### src/rtl/alu_seq_ctrl_if.sv
// rtl/alu_seq_ctrl_if.sv - request, ALU drive/return, response and flag signals of alu_seq_ctrl
interface alu_seq_ctrl_if;
  logic       req_valid;
  logic       req_ready;
  logic [2:0] req_op;
  logic [3:0] req_a;
  logic [3:0] req_b;
  logic [3:0] alu_a;
  logic [3:0] alu_b;
  logic [2:0] alu_op;
  logic [3:0] alu_result;
  logic       alu_cout;
  logic       alu_error;
  logic       rsp_valid;
  logic       rsp_ready;
  logic [3:0] rsp_result;
  logic [3:0] rsp_flags;
  logic [3:0] sticky_flags;
  logic       sticky_clr;
  logic       busy;

  modport slave (
    input  req_valid, req_op, req_a, req_b, alu_result, alu_cout, alu_error,
           rsp_ready, sticky_clr,
    output req_ready, alu_a, alu_b, alu_op, rsp_valid, rsp_result, rsp_flags,
           sticky_flags, busy
  );

  modport master (
    output req_valid, req_op, req_a, req_b, alu_result, alu_cout, alu_error,
           rsp_ready, sticky_clr,
    input  req_ready, alu_a, alu_b, alu_op, rsp_valid, rsp_result, rsp_flags,
           sticky_flags, busy
  );
endinterface

### src/rtl/alu_seq_ctrl.sv
// rtl/alu_seq_ctrl.sv - IDLE/EXEC/RESP sequencer for a 4-bit ALU with captured and sticky flags
// Optional macro ALU_SEQ_BACK2BACK_EN: a new request may be accepted on the response-accept edge.
module alu_seq_ctrl #(
  parameter int LAT_SHORT = 1,
  parameter int LAT_LONG  = 4
) (
  input  logic          clk,
  input  logic          reset,
  alu_seq_ctrl_if.slave bus
);

  typedef enum logic [1:0] {
    S_IDLE = 2'd0,
    S_EXEC = 2'd1,
    S_RESP = 2'd2
  } state_t;

  localparam logic [3:0] LAT_S = 4'(LAT_SHORT);
  localparam logic [3:0] LAT_L = 4'(LAT_LONG);

  state_t     r_state;
  state_t     w_next;
  logic [3:0] r_cnt;
  logic [3:0] r_alu_a;
  logic [3:0] r_alu_b;
  logic [2:0] r_alu_op;
  logic [3:0] r_rsp_result;
  logic [3:0] r_rsp_flags;
  logic [3:0] r_sticky;

  logic       w_req_ready;
  logic       w_rsp_valid;
  logic       w_busy;
  logic       w_accept;
  logic       w_capture;
  logic       w_ovf;
  logic [3:0] w_lat;
  logic [3:0] w_new_flags;

  assign w_accept  = bus.req_valid & w_req_ready;
  assign w_lat     = bus.req_op[2] ? LAT_L : LAT_S;
  // Counter runs LAT..0 and the capture happens in the zero cycle, giving LAT+1 clocks to rsp_valid.
  assign w_capture = (r_state == S_EXEC) && (r_cnt == 4'd0);

  always_comb begin
    w_ovf = 1'b0;
    case (r_alu_op)
      3'b000:  w_ovf = (r_alu_a[3] == r_alu_b[3]) && (bus.alu_result[3] != r_alu_a[3]);
      3'b001:  w_ovf = (r_alu_a[3] != r_alu_b[3]) && (bus.alu_result[3] != r_alu_a[3]);
      default: w_ovf = 1'b0;
    endcase
  end

  assign w_new_flags = {bus.alu_error, bus.alu_cout, (bus.alu_result == 4'd0), w_ovf};

  always_ff @(posedge clk or posedge reset) begin
    if (reset) begin
      r_state <= S_IDLE;
    end else begin
      r_state <= w_next;
    end
  end

  always_comb begin
    w_next = r_state;
    case (r_state)
      S_IDLE: if (w_accept) w_next = S_EXEC;
      S_EXEC: if (r_cnt == 4'd0) w_next = S_RESP;
      S_RESP: begin
        if (w_accept) begin
          w_next = S_EXEC;
        end else if (bus.rsp_ready) begin
          w_next = S_IDLE;
        end
      end
      default: w_next = S_IDLE;
    endcase
  end

  always_comb begin
    w_req_ready = 1'b0;
    w_rsp_valid = 1'b0;
    w_busy      = 1'b1;
    case (r_state)
      S_IDLE: begin
        w_req_ready = 1'b1;
        w_busy      = 1'b0;
      end
      S_RESP: begin
        w_rsp_valid = 1'b1;
`ifdef ALU_SEQ_BACK2BACK_EN
        w_req_ready = bus.rsp_ready;
`endif
      end
      default: ;
    endcase
  end

  always_ff @(posedge clk or posedge reset) begin
    if (reset) begin
      r_cnt        <= 4'd0;
      r_alu_a      <= 4'd0;
      r_alu_b      <= 4'd0;
      r_alu_op     <= 3'd0;
      r_rsp_result <= 4'd0;
      r_rsp_flags  <= 4'd0;
      r_sticky     <= 4'd0;
    end else begin
      if (w_accept) begin
        r_alu_a  <= bus.req_a;
        r_alu_b  <= bus.req_b;
        r_alu_op <= bus.req_op;
        r_cnt    <= w_lat;
      end else if ((r_state == S_EXEC) && (r_cnt != 4'd0)) begin
        r_cnt <= r_cnt - 4'd1;
      end
      if (w_capture) begin
        r_rsp_result <= bus.alu_result;
        r_rsp_flags  <= w_new_flags;
      end
      // A clear coinciding with a capture still keeps the freshly captured flags.
      if (w_capture) begin
        r_sticky <= (bus.sticky_clr ? 4'd0 : r_sticky) | w_new_flags;
      end else if (bus.sticky_clr) begin
        r_sticky <= 4'd0;
      end
    end
  end

  assign bus.req_ready    = w_req_ready;
  assign bus.rsp_valid    = w_rsp_valid;
  assign bus.busy         = w_busy;
  assign bus.alu_a        = r_alu_a;
  assign bus.alu_b        = r_alu_b;
  assign bus.alu_op       = r_alu_op;
  assign bus.rsp_result   = r_rsp_result;
  assign bus.rsp_flags    = r_rsp_flags;
  assign bus.sticky_flags = r_sticky;

endmodule

### src/flat_wrapper.sv
// flat-port wrapper written by rule: the top's interface ports become plain ports
module alu_seq_ctrl_flat 
#(
  parameter int LAT_SHORT = 1,
  parameter int LAT_LONG  = 4
)
  (clk, reset, bus_req_valid, bus_req_op, bus_req_a, bus_req_b, bus_alu_result, bus_alu_cout, bus_alu_error, bus_rsp_ready, bus_sticky_clr, bus_req_ready, bus_alu_a, bus_alu_b, bus_alu_op, bus_rsp_valid, bus_rsp_result, bus_rsp_flags, bus_sticky_flags, bus_busy);
  alu_seq_ctrl_if bus_i ();
  input  logic clk;
  input  logic reset;
  input wire logic [$bits(bus_i.req_valid)-1:0] bus_req_valid;
  input wire logic [$bits(bus_i.req_op)-1:0] bus_req_op;
  input wire logic [$bits(bus_i.req_a)-1:0] bus_req_a;
  input wire logic [$bits(bus_i.req_b)-1:0] bus_req_b;
  input wire logic [$bits(bus_i.alu_result)-1:0] bus_alu_result;
  input wire logic [$bits(bus_i.alu_cout)-1:0] bus_alu_cout;
  input wire logic [$bits(bus_i.alu_error)-1:0] bus_alu_error;
  input wire logic [$bits(bus_i.rsp_ready)-1:0] bus_rsp_ready;
  input wire logic [$bits(bus_i.sticky_clr)-1:0] bus_sticky_clr;
  output wire logic [$bits(bus_i.req_ready)-1:0] bus_req_ready;
  output wire logic [$bits(bus_i.alu_a)-1:0] bus_alu_a;
  output wire logic [$bits(bus_i.alu_b)-1:0] bus_alu_b;
  output wire logic [$bits(bus_i.alu_op)-1:0] bus_alu_op;
  output wire logic [$bits(bus_i.rsp_valid)-1:0] bus_rsp_valid;
  output wire logic [$bits(bus_i.rsp_result)-1:0] bus_rsp_result;
  output wire logic [$bits(bus_i.rsp_flags)-1:0] bus_rsp_flags;
  output wire logic [$bits(bus_i.sticky_flags)-1:0] bus_sticky_flags;
  output wire logic [$bits(bus_i.busy)-1:0] bus_busy;
  assign bus_i.req_valid = bus_req_valid;
  assign bus_i.req_op = bus_req_op;
  assign bus_i.req_a = bus_req_a;
  assign bus_i.req_b = bus_req_b;
  assign bus_i.alu_result = bus_alu_result;
  assign bus_i.alu_cout = bus_alu_cout;
  assign bus_i.alu_error = bus_alu_error;
  assign bus_i.rsp_ready = bus_rsp_ready;
  assign bus_i.sticky_clr = bus_sticky_clr;
  assign bus_req_ready = bus_i.req_ready;
  assign bus_alu_a = bus_i.alu_a;
  assign bus_alu_b = bus_i.alu_b;
  assign bus_alu_op = bus_i.alu_op;
  assign bus_rsp_valid = bus_i.rsp_valid;
  assign bus_rsp_result = bus_i.rsp_result;
  assign bus_rsp_flags = bus_i.rsp_flags;
  assign bus_sticky_flags = bus_i.sticky_flags;
  assign bus_busy = bus_i.busy;
  alu_seq_ctrl #(.LAT_SHORT(LAT_SHORT), .LAT_LONG(LAT_LONG)) u_core (.clk(clk), .reset(reset), .bus(bus_i));
endmodule
### config.mk
export PLATFORM = sky130hd
export DESIGN_NAME = alu_seq_ctrl_flat
export DESIGN_NICKNAME = d
export VERILOG_FILES = /design/src/rtl/alu_seq_ctrl_if.sv /design/src/rtl/alu_seq_ctrl.sv /design/src/flat_wrapper.sv
export SDC_FILE = /design/constraint.sdc
export NUM_CORES = 1
export LEC_CHECK = 0
export BUFFER_PORTS_ARGS = -buffer_cell sky130_fd_sc_hd__buf_2
export CAP_MARGIN = 0
export CORE_MARGIN = 4
export CORE_UTILIZATION = 43
export DETAILED_ROUTE_END_ITERATION = 8
export GPL_ROUTABILITY_DRIVEN = 0
export PLACE_DENSITY = 0.74
export SLEW_MARGIN = 10
export SYNTH_ARGS = -nofsm -noshare
export SYNTH_HDL_FRONTEND = slang
export SYNTH_SLANG_ARGS = --single-unit
### constraint.sdc
create_clock -name clk -period 1.75 [get_ports clk]
set_clock_uncertainty 0.05 [all_clocks]
set_input_delay 0.35 -clock clk [delete_from_list [all_inputs] [get_ports clk]]
set_output_delay 0.35 -clock clk [all_outputs]
set_load 0.02 [all_outputs]
-- Word-level counts from Yosys, hierarchy flattened
Index checks and enable logic that the tools add are counted.
W data, S select, Z words.
- flip-flop bits (word level): 29
- input port bits: 22
- output and inout bits: 26
- word-level logic and storage cells: 45
- add/subtract/negate cells: 1
- equal/unequal tests: 9
- muxes and demuxes: 14
- bitwise gates (word level): 2
- reduce and logical (&&, ||, !) cells: 11
- operators with widths (cell ; count):
    $mux W4 ; 4
    $logic_not A4 Y1 ; 2
    $mux W2 ; 4
    $pmux W2 S3 ; 1
    $logic_and A1 B1 Y1 ; 4
    $ne A2 B1 Y1 const B ; 2
    $or A4 B4 Y4 ; 1
    $reduce_bool A4 Y1 ; 1
    $sub A4 B1 Y4 const B ; 1
    $eq A3 B1 Y1 const B ; 1
    $logic_not A3 Y1 ; 1
    $mux W1 ; 3
    $mux W3 ; 1
    $ne A3 B2 Y1 const B ; 1
    $reduce_and A3 Y1 ; 1
    $eq A2 B1 Y1 const B ; 1
    $eq A2 B2 Y1 const B ; 1
    $logic_not A2 Y1 ; 1
    $ne A1 B1 Y1 ; 2
    $pmux W1 S2 ; 1
    $reduce_bool A2 Y1 ; 1
    $and A1 B1 Y1 ; 1
    $eq A1 B1 Y1 ; 1

-- Logic depth before layout (Yosys ltp)
Gate-level depths: netlist (run 1).
- depth in word-level cells: 5
- mapped depth: 5
- gate-level depth less buffers: 5

-- Worst setup path after synthesis (run 1)
Ideal clock, no wire load.
- kind: register to register
- start point: reg u_core.r_cnt[0]
- end point: reg u_core.r_rsp_flags[0], in the netlist u_core.bus.rsp_flags[0]
- arrival time: 1.510 ns
- data required time: 1.625 ns
- path slack: 0.115 ns
- stages on the path, launching flop included: 6
- buffers on the path: 0
- clock period less this slack: 1.635 ns
- cell sequence: dfrtp_1 -> inv_1 -> ha_1 -> or3b_4 -> or4_4 -> o2bb2ai_2
- longest elaborated chain between the ends: 2
- ends and longest elaborated chain (item ; RTL line ; RTL):
    from (decl) ; alu_seq_ctrl.sv:23 ; logic [3:0] r_cnt;
    from (signal assigned) ; alu_seq_ctrl.sv:113 ; r_cnt <= w_lat;
    from (signal assigned) ; alu_seq_ctrl.sv:115 ; r_cnt <= r_cnt - 4'd1;
    $logic_not A4 Y1 ; alu_seq_ctrl.sv:43 ; assign w_capture = (r_state == S_EXEC) && (r_cnt == 4'd0);
    $logic_and A1 B1 Y1 ; alu_seq_ctrl.sv:43 ;
    to (signal assigned) ; alu_seq_ctrl.sv:119 ; r_rsp_flags <= w_new_flags;
    to (decl) ; alu_seq_ctrl.sv:28 ; logic [3:0] r_rsp_flags;
No other way between the ends.
A chain may end at the register's enable or synchronous reset.

-- Worst setup path in the final report (run 1)
- start point: reg u_core.r_cnt[1]
- end point: reg u_core.r_rsp_flags[0], in the netlist u_core.bus.rsp_flags[0]
The elaborated chain is that of the path after synthesis.

==> summary.txt, run 1 <==
outcome: finished clean
Crit. End Element: register
post-synthesis sequential area ratio: 58.1%
Leakage: 0.000891 uW
WHS: 0.0225 ns
Final Core Density: 59.4%
Slew HR: 62.7%
vias per cell: 4.93
FP Rows: 19
Synth-to-Final Area Change: 31.3%
final worst path period need: 1.70 ns
reg-to-reg endpoint: u_core.bus.rsp_flags[0]
Nets: 203
RSZ-0062 raised after global routing: true
Worst-Margin Slew: 0.559 ns
Num CTS Buffers: 5
CP max-delay cell: or4_4
async set or reset register ratio after synthesis: 100%
synthesized flop and latch total: 29
die extent in x: 61.9 microns
drt wl/cell: 13.4 microns
CP Launch Point: u_core.r_cnt[1]
# DRC: 0
kind of critical path: register to register
port bufs: 47
CTS tree: done
Crit path arrival time: 1.89 ns
WP buf/inv: 1
Max Fanout on Critical Path: 3
Final Hold Viols: 0
die area: 3830 sq um
H-tree Lvls: 2
Initial Util: 45.3%
post-synthesis cell type count: 29
total grt overflow: 0
Ys Warns: 0
first-pass GRT wire length: 5.00 mm
GRT Overall Usage: 18.0%
instance count on the critical path: 5
P per Cell Area: 2000 nW/um^2
Max Buffers Root-to-Sink: 2
Root Driver: clkbuf_4
Syn Area/Cell: 10.1 sq um
detailed placement HPWL: 2.19 mm
R2R Setup Slk: 0.05 ns
Post-synth EDFFs: 0
CTS sink cnt: 29
post-synthesis cell area: 1250 sq um
Pwr Total: 3280 uW
post-synthesis cell count: 124
worst r2r src: u_core.r_cnt[1]
Routed Antenna Nets: 0
CP cell instances: inv_1 -> ha_1 -> or3b_4 -> or4_4 -> o2bb2ai_2
cell family with most CP delay: simple AND/OR/NAND/NOR gates
vias in the first global route: 1,160
critical path data required time: 1.95 ns
worst vdd ir: 1330 uV
final cycle utilization of the critical path: 96.9%
Core Region: 2760 sq um
Mapped Nets: 147
critical path endpoint: u_core.bus.rsp_flags[0]
reg2reg path depth: 5
Slew Limit Fails: 0
Top FF cell, synth: dfrtp_1
Peak Freq: 590 MHz
largest net degree at the start of global routing: 30
share of layout cells above drive strength 1: 39.2%
ANT cells: 0
min-delay worst type: input port to asynchronous set/reset pin
Largest stage delay, worst path: 0.45 ns
Initial DRT Pass Iterations: 4
Iter 0 DRT Violations: 24
DRT Wirelength: 2.84 mm
initial antenna violation count: 0
setup TNS: 0 ns
io pins: 48
vias: 1,046
Final setup viols: 0
die height: 61.9 microns
clk_lat worst skew: 0.32 ns
clk slew on worst S/H paths: 0.10 ns
max_cap viols: 0
startpoint types: register
[worst min-delay path by stage]
stage,startpoint,end,depth (start not counted)
floorplan,reset,u_core.bus.alu_a[0],1
global placement,reset,u_core.bus.rsp_result[2],3
detailed placement,reset,u_core.bus.rsp_result[0],3
CTS,reset,u_core.bus.alu_b[2],3
global route,reset,u_core.bus.alu_b[2],3
finish,reset,u_core.bus.rsp_flags[3],3
[synthesized netlist by cell type, types with 2 or more instances]
| master | n | share of area (%) |
|---|---|---|
| nor2_1 | 2 | 0.60 |
| mux2i_1 | 2 | 1.6 |
| clkbuf_1 | 3 | 0.90 |
| o21ai_0 | 9 | 3.6 |
| nand2b_1 | 2 | 1.0 |
| or4_1 | 2 | 1.2 |
| nor2b_1 | 3 | 1.5 |
| nand3_1 | 3 | 1.2 |
| nand2_1 | 37 | 11 |
| mux2_2 | 4 | 3.6 |
| dfrtp_1 | 29 | 58 |
| inv_1 | 11 | 3.3 |
[metrics by stage]
step / setup slack [ns] / area [sq um] / std cells
after floorplan: 0.115 / 1250 / 124
after global placement: 0.0790 / 1540 / 202
after detailed placement: -0.0415 / 1540 / 202
after CTS: 0.0272 / 1630 / 211
after global routing: -0.0101 / 1640 / 212
final: 0.0539 / 1640 / 212
[sequential cells by signal, summed over array words and instances, names as in the netlist]
signal,count
u_core.bus.alu_a,4
u_core.bus.rsp_result,4
u_core.r_state,2
u_core.bus.sticky_flags,4
u_core.bus.alu_op,3
u_core.r_cnt,4
u_core.bus.rsp_flags,4
u_core.bus.alu_b,4
[report_power, final]
part	switching [uW]	total, uW	internal [uW]
sequential	215	1190	973
combinational	913	1530	612
clock	225	566	341
total	1350	3280	1930
[cell usage in the layout, fill, tap and decap left out, types with 2 or more instances in the layout]
cell type / instances
buf_2: 47
nor2_1: 2
mux2i_1: 2
dfrtp_1: 29
nand2_1: 36
nor2b_1: 3
nand2b_1: 2
or4_1: 2
inv_1: 11
clkbuf_4: 5
o21ai_0: 9
nand3_1: 3
mux2_2: 4
buf_4: 6
[layout make-up]
cell class              instances  area, sq um
fillers                       243         1120
flip-flops and latches         29          726
multi-input cells              80          468
repair buffers                 53          280
clock buffers                   7         55.1
inverters                      11         41.3
well taps                      31         38.8
clock inverters                 1         30.0
[metal layers]
layer  track usage (%)  share of wire (%)  vias up  routed length, microns
met2              30.3                 52       29                    1470
met1              21.6                 41      491                    1180
met3              5.79                6.1        3                     173
met4              6.36               0.81        0                      23
met5                 0                  0        -                       0
li1                  -                  -      523                       -
[worst reg2reg max path, delay by kind of cell, from the launching register on]
family	cells	cell delay, ns
AO/OA/AOI/OAI	1	0.13
flip-flops	1	0.39
adder cells (fa/ha/maj)	1	0.16
buffers and inverters	1	0.06
AND/OR/NAND/NOR	2	0.85
[repair_timing]
item | CTS | global route
cloned | 0 | 0
buffers inserted | 1 | 1
gates resized for setup | 1 | 0
endpoints found under the setup margin | 5 | 1
hold buffers | 0 | 0
[cells by family (layout without fill, tap and decap cells)]
| family | count (synthesis) | after routing | share of synthesized area, % |
|---|---|---|---|
| AO/OA/AOI/OAI | 16 | 16 | 8.62 |
| XOR/XNOR | 1 | 1 | 0.702 |
| adder cells (fa/ha/maj) | 1 | 1 | 1.00 |
| buffers and inverters | 15 | 72 | 4.61 |
| flip-flops | 29 | 29 | 58.1 |
| multiplexers | 6 | 6 | 5.21 |
| AND/OR/NAND/NOR | 56 | 56 | 21.7 |
No activity file was read; power rests on OpenSTA's default activity.
==> run 2, diff against run 1 <==
--- a/config.mk
+++ b/config.mk
@@ -8,10 +8,11 @@
 export BUFFER_PORTS_ARGS = -buffer_cell sky130_fd_sc_hd__buf_2
 export CAP_MARGIN = 0
 export CORE_MARGIN = 4
-export CORE_UTILIZATION = 43
+export CORE_UTILIZATION = 47
 export DETAILED_ROUTE_END_ITERATION = 8
 export GPL_ROUTABILITY_DRIVEN = 0
-export PLACE_DENSITY = 0.74
+export MAX_ROUTING_LAYER = met4
+export PLACE_DENSITY = 0.77
 export SLEW_MARGIN = 10
 export SYNTH_ARGS = -nofsm -noshare
 export SYNTH_HDL_FRONTEND = slang
==> constraint.sdc (replaced) <==
create_clock -name clk -period 1.9 [get_ports clk]
set_clock_uncertainty 0.05 [all_clocks]
set_input_delay 0.38 -clock clk [delete_from_list [all_inputs] [get_ports clk]]
set_output_delay 0.38 -clock clk [all_outputs]
set_load 0.02 [all_outputs]
==> summary.txt, run 2 (synthesis gave the netlist of run 1 again) <==
Hold Crit Start: bus_req_a[1]
worst vdd ir: 1090 uV (-18%)
Non-Filler Instances: 208 (-1.9%)
Flop pwr share: 39.8% (+3.6 points)
Final Hold Viols: 0 (unchanged)
share of layout cells above drive strength 1: 37.6% (-1.6 points)
ANT cells: 0 (unchanged)
final worst path period need: 1.75 ns (+0.0540 ns)
largest net degree at the start of global routing: 15 (-50%)
Initial Util: 49.9% (+4.7 points)
Initial DRT Pass Iterations: 4 (unchanged)
Root Driver: clkbuf_4
Slew HR: 73.7% (+11 points)
Core Region: 2500 sq um (-9.3%)
Synth-to-Final Area Change: 27.2%
final cycle utilization of the critical path: 92.1% (-4.8 points)
die height: 59.5 microns (-3.8%)
vias in the first global route: 1,068 (-7.9%)
WHS: 0.193 ns (+0.171 ns)
GRT Overall Usage: 18.3% (+0.29 points)
Leakage: 0.000867 uW (-2.7%)
drt wl/cell: 13.0 microns (-2.8%)
Design Area, Final: 1590 sq um (-3.1%)
worst r2r src: u_core.r_cnt[0]
Power Internal: 1550 uW (-20%)
critical path data required time: 2.10 ns (+0.15 ns)
Max Fanout on Critical Path: 5 (+2)
Worst-Margin Slew: 0.394 ns (-0.165 ns)
DRT Wirelength: 2.71 mm (-4.6%)
detailed placement HPWL: 2.12 mm (-3.2%)
Post-CTS Setup Inserts: 0 (-1)
Max Buffers Root-to-Sink: 2 (unchanged)
Placed Area: 1540 sq um (about the same)
sw power: 1210 uW (-11%)
Comb pwr share: 48.5% (+2.0 points)
vias: 1,035 (-1.1%)
Num CTS Buffers: 5 (unchanged)
commonest non-fill, non-tap cell in the layout: buf_2
CTS sink cnt: 29 (unchanged)
sw frac: 43.8% (+2.5 points)
port bufs: 47 (unchanged)
R2R Setup Slk: 0.15 ns (+0.10 ns)
clk_lat worst skew: 0.32 ns (about the same)
Slew Limit Fails: 0 (unchanged)
P per Cell Area: 1740 nW/um^2 (-13%)
Peak Freq: 571 MHz (-3.1%)
most frequent cells in the layout: 47 x buf_2, 37 x nand2_1, 29 x dfrtp_1
# DRC: 0 (unchanged)
Iter 0 DRT Violations: 28 (+17%)
kind of critical path: register to register
outcome: finished clean
Crit path arrival time: 1.95 ns (+0.06 ns)
startpoint types: register
FP Rows: 18 (-1)
clock share of power: 11.7% (-5.6 points)
Placement Setup Slack: 0.148 ns (+0.189 ns)
CP Launch Point: u_core.r_cnt[0]
setup TNS: 0 ns (unchanged)
initial antenna violation count: 0 (unchanged)
io pins: 48 (unchanged)
first-pass GRT wire length: 4.69 mm (-6.1%)
dpl cells: 201 (-0.50%)
min-delay worst type: input port to register
Nets: 202 (-0.49%)
PnR worst setup slack: 0.150 ns (+0.0960 ns)
vias per cell: 4.98 (+0.85%)
CTS tree: done
RSZ-0062 raised after global routing: false
Crit. End Element: register
total grt overflow: 0 (unchanged)
die area: 3550 sq um (-7.4%)
H-tree Lvls: 2 (unchanged)
Routed Antenna Nets: 0 (unchanged)
die extent in x: 59.5 microns (-3.8%)
clk slew on worst S/H paths: 0.08 ns (-0.02 ns)
Final setup viols: 0 (unchanged)
max_cap viols: 0 (unchanged)
==> run 2: cell types whose count changed in the layout (fill, tap and decap cells not counted) <==
| cell | delta |
|---|---|
| buf_4 | -2 |
| bufinv_16 | -1 |
| clkbuf_1 | -1 |
| clkbuf_8 | -1 |
| clkinv_2 | +1 |
| dlygate4sd3_1 | +1 |
| nand2_1 | +1 |
| nand2_2 | -1 |
==> run 2: final cells by class <==
| cell class | instances | area (sq um) |
|---|---|---|
| Clock inverter | 1 | 5.00 |
| Timing Repair Buffer | 52 | 275 |
| Tap cell | 30 | 37.5 |
| Clock buffer | 5 | 37.5 |
| Multi-Input combinational cell | 80 | 465 |
| Inverter | 11 | 41.3 |
| Fill cell | 209 | 912 |
| Sequential cell | 29 | 726 |
==> run 2: worst max-delay path, cell delays in order, from the launching register on <==
cell and delay, ns:
dfrtp_1 0.41, inv_1 0.07, ha_1 0.18, or3b_4 0.42
or4_4 0.44, o2bb2ai_2 0.12
==> run 2: per-stage QoR <==
step / total power (uW) / utilization [%]
finish: 2760 / 63.5
global placement: 2410 / 61.4
floorplan: 2010 / -
global route: 2990 / 63.5
CTS: 2790 / 63.5
detailed placement: 2460 / 61.4
==> run 2: power by group through the flow <==
stage	combinational (uW)	clock (uW)	sequential, uW
after detailed placement	1360	0	1110
after global routing	1490	363	1140
after global placement	1310	0	1090
after floorplan	675	0	1340
after CTS	1360	334	1100
final	1340	322	1100
==> run 2: final timing paths <==
check	to	depth (start not counted)
hold / removal	u_core.bus.alu_a[1]	3
min in group asynchronous	u_core.bus.sticky_flags[0]	3
setup reg to reg	u_core.bus.rsp_flags[0]	5
hold reg to reg	u_core.bus.alu_b[0]	2
max in group asynchronous	u_core.r_cnt[2]	4
setup / recovery	u_core.bus.rsp_flags[0]	5
==> run 2: repair_timing <==
action,in CTS,in global routing
gates resized for setup,0,0
hold buffers,1,0
hold endpoints to repair,9,0
==> run 2: per-layer routing <==
metal	wire [microns]	GRT usage, %	vias up
li1	-	-	517
met5	0	-	-
met4	41	6.65	0
met3	187	5.01	5
met1	1150	22.0	477
met2	1340	29.3	36
==> run 3, diff against run 2 <==
--- a/config.mk
+++ b/config.mk
@@ -5,6 +5,7 @@
 export SDC_FILE = /design/constraint.sdc
 export NUM_CORES = 1
 export LEC_CHECK = 0
+export ABC_AREA = 1
 export BUFFER_PORTS_ARGS = -buffer_cell sky130_fd_sc_hd__buf_2
 export CAP_MARGIN = 0
 export CORE_MARGIN = 4
@@ -12,7 +13,7 @@
 export DETAILED_ROUTE_END_ITERATION = 8
 export GPL_ROUTABILITY_DRIVEN = 0
 export MAX_ROUTING_LAYER = met4
-export PLACE_DENSITY = 0.77
+export PLACE_DENSITY = 0.76
 export SLEW_MARGIN = 10
 export SYNTH_ARGS = -nofsm -noshare
 export SYNTH_HDL_FRONTEND = slang
==> summary.txt, run 3 <==
outcome: finished clean
Commonest cells post-synth: 72 x nand2_1, 29 x dfrtp_1, 14 x inv_1, 9 x nor2_1, 5 x o21ai_2
post-synthesis cell type count: 21 (-28%)
Syn Area/Cell: 8.48 sq um (-16%)
sw power: 1400 uW (+16%)
H-tree Lvls: 2 (unchanged)
Post-CTS Hold Buffers: 0 (-1)
Iter 0 DRT Violations: 47 (+68%)
Initial DRT Pass Iterations: 4 (unchanged)
die height: 61.0 microns (+2.5%)
top-area cell type share of the netlist area: 54.9% (-3.2 points)
post-synthesis cell count: 156 (+26%)
Worst-Margin Slew: 0.367 ns (-0.0277 ns)
most frequent cells in the layout: 72 x nand2_1, 47 x buf_2, 29 x dfrtp_1
Comb pwr share: 50.8% (+2.3 points)
vias per cell: 4.74 (-4.7%)
Ys Warns: 0 (unchanged)
async set or reset register ratio after synthesis: 100% (unchanged)
CP max-delay cell: dfrtp_1
drt wl/cell: 11.2 microns (-14%)
setup TNS: 0 ns (unchanged)
WP buf/inv: 2 (+1)
Core Region: 2590 sq um (+3.6%)
Post-synth EDFFs: 0 (unchanged)
Nets: 231 (+14%)
CP cell instances: nor2_4 -> inv_1 -> buf_2
clk_lat worst skew: 0.32 ns (about the same)
cell family with most CP delay: flip-flops
post-synthesis sequential area ratio: 54.9% (-3.2 points)
critical path data required time: 1.47 ns (-0.63 ns)
clock share of power: 11.7% (about the same)
# DRC: 0 (unchanged)
vias: 1,133 (+9.5%)
RSZ-0062 raised after global routing: false
instance count on the critical path: 3 (-2)
ANT cells: 0 (unchanged)
R2R Setup Slk: 0.50 ns (+0.35 ns)
CTS sink cnt: 29 (unchanged)
Crit path arrival time: 1.12 ns (-0.83 ns)
min-delay worst type: input port to asynchronous set/reset pin
Synth area leader: dfrtp_1
Final Core Density: 62.6% (-0.90 points)
post-CTS resize count: 0 (unchanged)
die area: 3730 sq um (+5.1%)
Slew Limit Fails: 0 (unchanged)
kind of critical path: register to primary output
Largest stage delay, worst path: 0.44 ns (about the same)
most instantiated library cell after synthesis: nand2_1
reg-to-reg endpoint: u_core.bus.rsp_flags[0]
share of layout cells above drive strength 1: 32.1% (-5.6 points)
Post-CTS Setup Inserts: 0 (unchanged)
startpoint types: register
max_cap viols: 0 (unchanged)
Top FF cell, synth: dfrtp_1
io pins: 48 (unchanged)
P per Cell Area: 1820 nW/um^2 (+4.9%)
first-pass GRT wire length: 4.49 mm (-4.4%)
vias in the first global route: 1,102 (+3.2%)
Peak Freq: 645 MHz (+13%)
post-synthesis cell area: 1320 sq um (+5.9%)
Leakage: 0.000966 uW (+12%)
FP Rows: 18 (unchanged)
detailed placement HPWL: 2.07 mm (-2.6%)
Slew HR: 75.6% (+1.9 points)
GRT Overall Usage: 17.0% (-1.3 points)
Synth-to-Final Area Change: 22.6%
worst vdd ir: 1020 uV (-5.7%)
Flop pwr share: 37.5% (-2.3 points)
Mapped Nets: 179 (+22%)
final worst path period need: 1.55 ns (-0.200 ns)
Routed Antenna Nets: 0 (unchanged)
synthesized flop and latch total: 29 (unchanged)
reg2reg path depth: 6 (+1)
largest net degree at the start of global routing: 30 (+15)
Max Fanout on Critical Path: 4 (-1)
top cells by area, synth: dfrtp_1 55%, nand2_1 20%, inv_1 4.0%, o21ai_2 3.3%, nor2_1 2.6%
initial antenna violation count: 0 (unchanged)
sw frac: 47.3% (+3.5 points)
worst r2r src: u_core.r_cnt[0]
Root Driver: clkbuf_4
Num CTS Buffers: 5 (unchanged)
Final Hold Viols: 0 (unchanged)
CTS tree: done
Final setup viols: 0 (unchanged)
Power Internal: 1550 uW (+0.39%)
port bufs: 47 (unchanged)
total grt overflow: 0 (unchanged)
Initial Util: 51.1% (+1.1 points)
commonest non-fill, non-tap cell in the layout: nand2_1
Crit. End Element: primary output
die extent in x: 61.0 microns (+2.5%)
DRT Wirelength: 2.67 mm (-1.7%)
clk slew on worst S/H paths: 0.08 ns (about the same)
Max Buffers Root-to-Sink: 2 (unchanged)
final cycle utilization of the critical path: 81.6% (-11 points)
## run 3: cell count changes after synthesis, sizes merged, moves of 3 or more
cell	change
inv	+6
nand2	+38
mux2	-4
nor2b	-3
nor2	+9
or4	-3
clkbuf	-3
## run 3: cells by family (layout without fill, tap and decap cells)
kind of cell / after synthesis / after routing / synth area share (%)
AND/OR/NAND/NOR: 93 / 93 / 30.2
flip-flops: 29 / 29 / 54.9
XOR/XNOR: 1 / 1 / 0.662
AO/OA/AOI/OAI: 12 / 12 / 6.24
buffers and inverters: 20 / 73 / 7.10
adder cells (fa/ha/maj): 1 / 1 / 0.946
## run 3: how the worst max path moves through the flow
stage                     slack, ns               from                 endpoint
after floorplan                0.66    u_core.r_cnt[0]  u_core.bus.rsp_flags[1]
after global placement         0.57  u_core.r_state[0]          u_core.r_cnt[0]
after detailed placement       0.52    u_core.r_cnt[0]  u_core.bus.rsp_flags[0]
after CTS                      0.33  u_core.r_state[0]                 bus_busy
after global routing           0.28  u_core.r_state[0]                 bus_busy
final                          0.35  u_core.r_state[0]                 bus_busy
## run 3: per-layer routing
| metal | GRT usage (%) | routed length [microns] | up-vias |
|---|---|---|---|
| met1 | 20.7 | 1140 | 499 |
| met2 | 26.1 | 1230 | 44 |
| met4 | 8.36 | 59 | 0 |
| met5 | - | 0 | - |
| met3 | 4.40 | 238 | 8 |
| li1 | - | - | 582 |
## run 3: power by group through the flow
stage / Combinational [uW] / Sequential, uW / Clock, uW
2_1_floorplan: 860 / 1360 / 0
4_1_cts: 1520 / 1110 / 357
3_5_place_dp: 1520 / 1110 / 0
5_1_grt: 1700 / 1140 / 372
3_3_place_gp: 1470 / 1100 / 0
6_report: 1500 / 1110 / 345
## run 3: cell type report
| cell class | count | area [sq um] |
|---|---|---|
| Clock buffer | 8 | 48.8 |
| Fill cell | 228 | 968 |
| Inverter | 17 | 63.8 |
| Multi-Input combinational cell | 107 | 503 |
| Sequential cell | 29 | 726 |
| Tap cell | 30 | 37.5 |
| Timing Repair Buffer | 48 | 243 |
## run 3: worst reg2reg max path: stages (launching register included)
cell and delay [ns]:
dfrtp_1 0.40, inv_1 0.10, ha_1 0.28, nand3_4 0.23
nor2_1 0.14, nand2_1 0.08, nand2_1 0.06
## run 3: metrics by stage
step	area, sq um	setup slack (ns)	instances	power, uW	hold slack, ns
after detailed placement	1570	0.521	231	2630	0.415
after CTS	1620	0.327	239	2980	0.0762
final	1620	0.350	239	2950	0.0796
after global placement	1570	0.565	231	2570	0.405
after global routing	1620	0.284	239	3210	0.0900
after floorplan	1320	0.664	156	2220	0.408
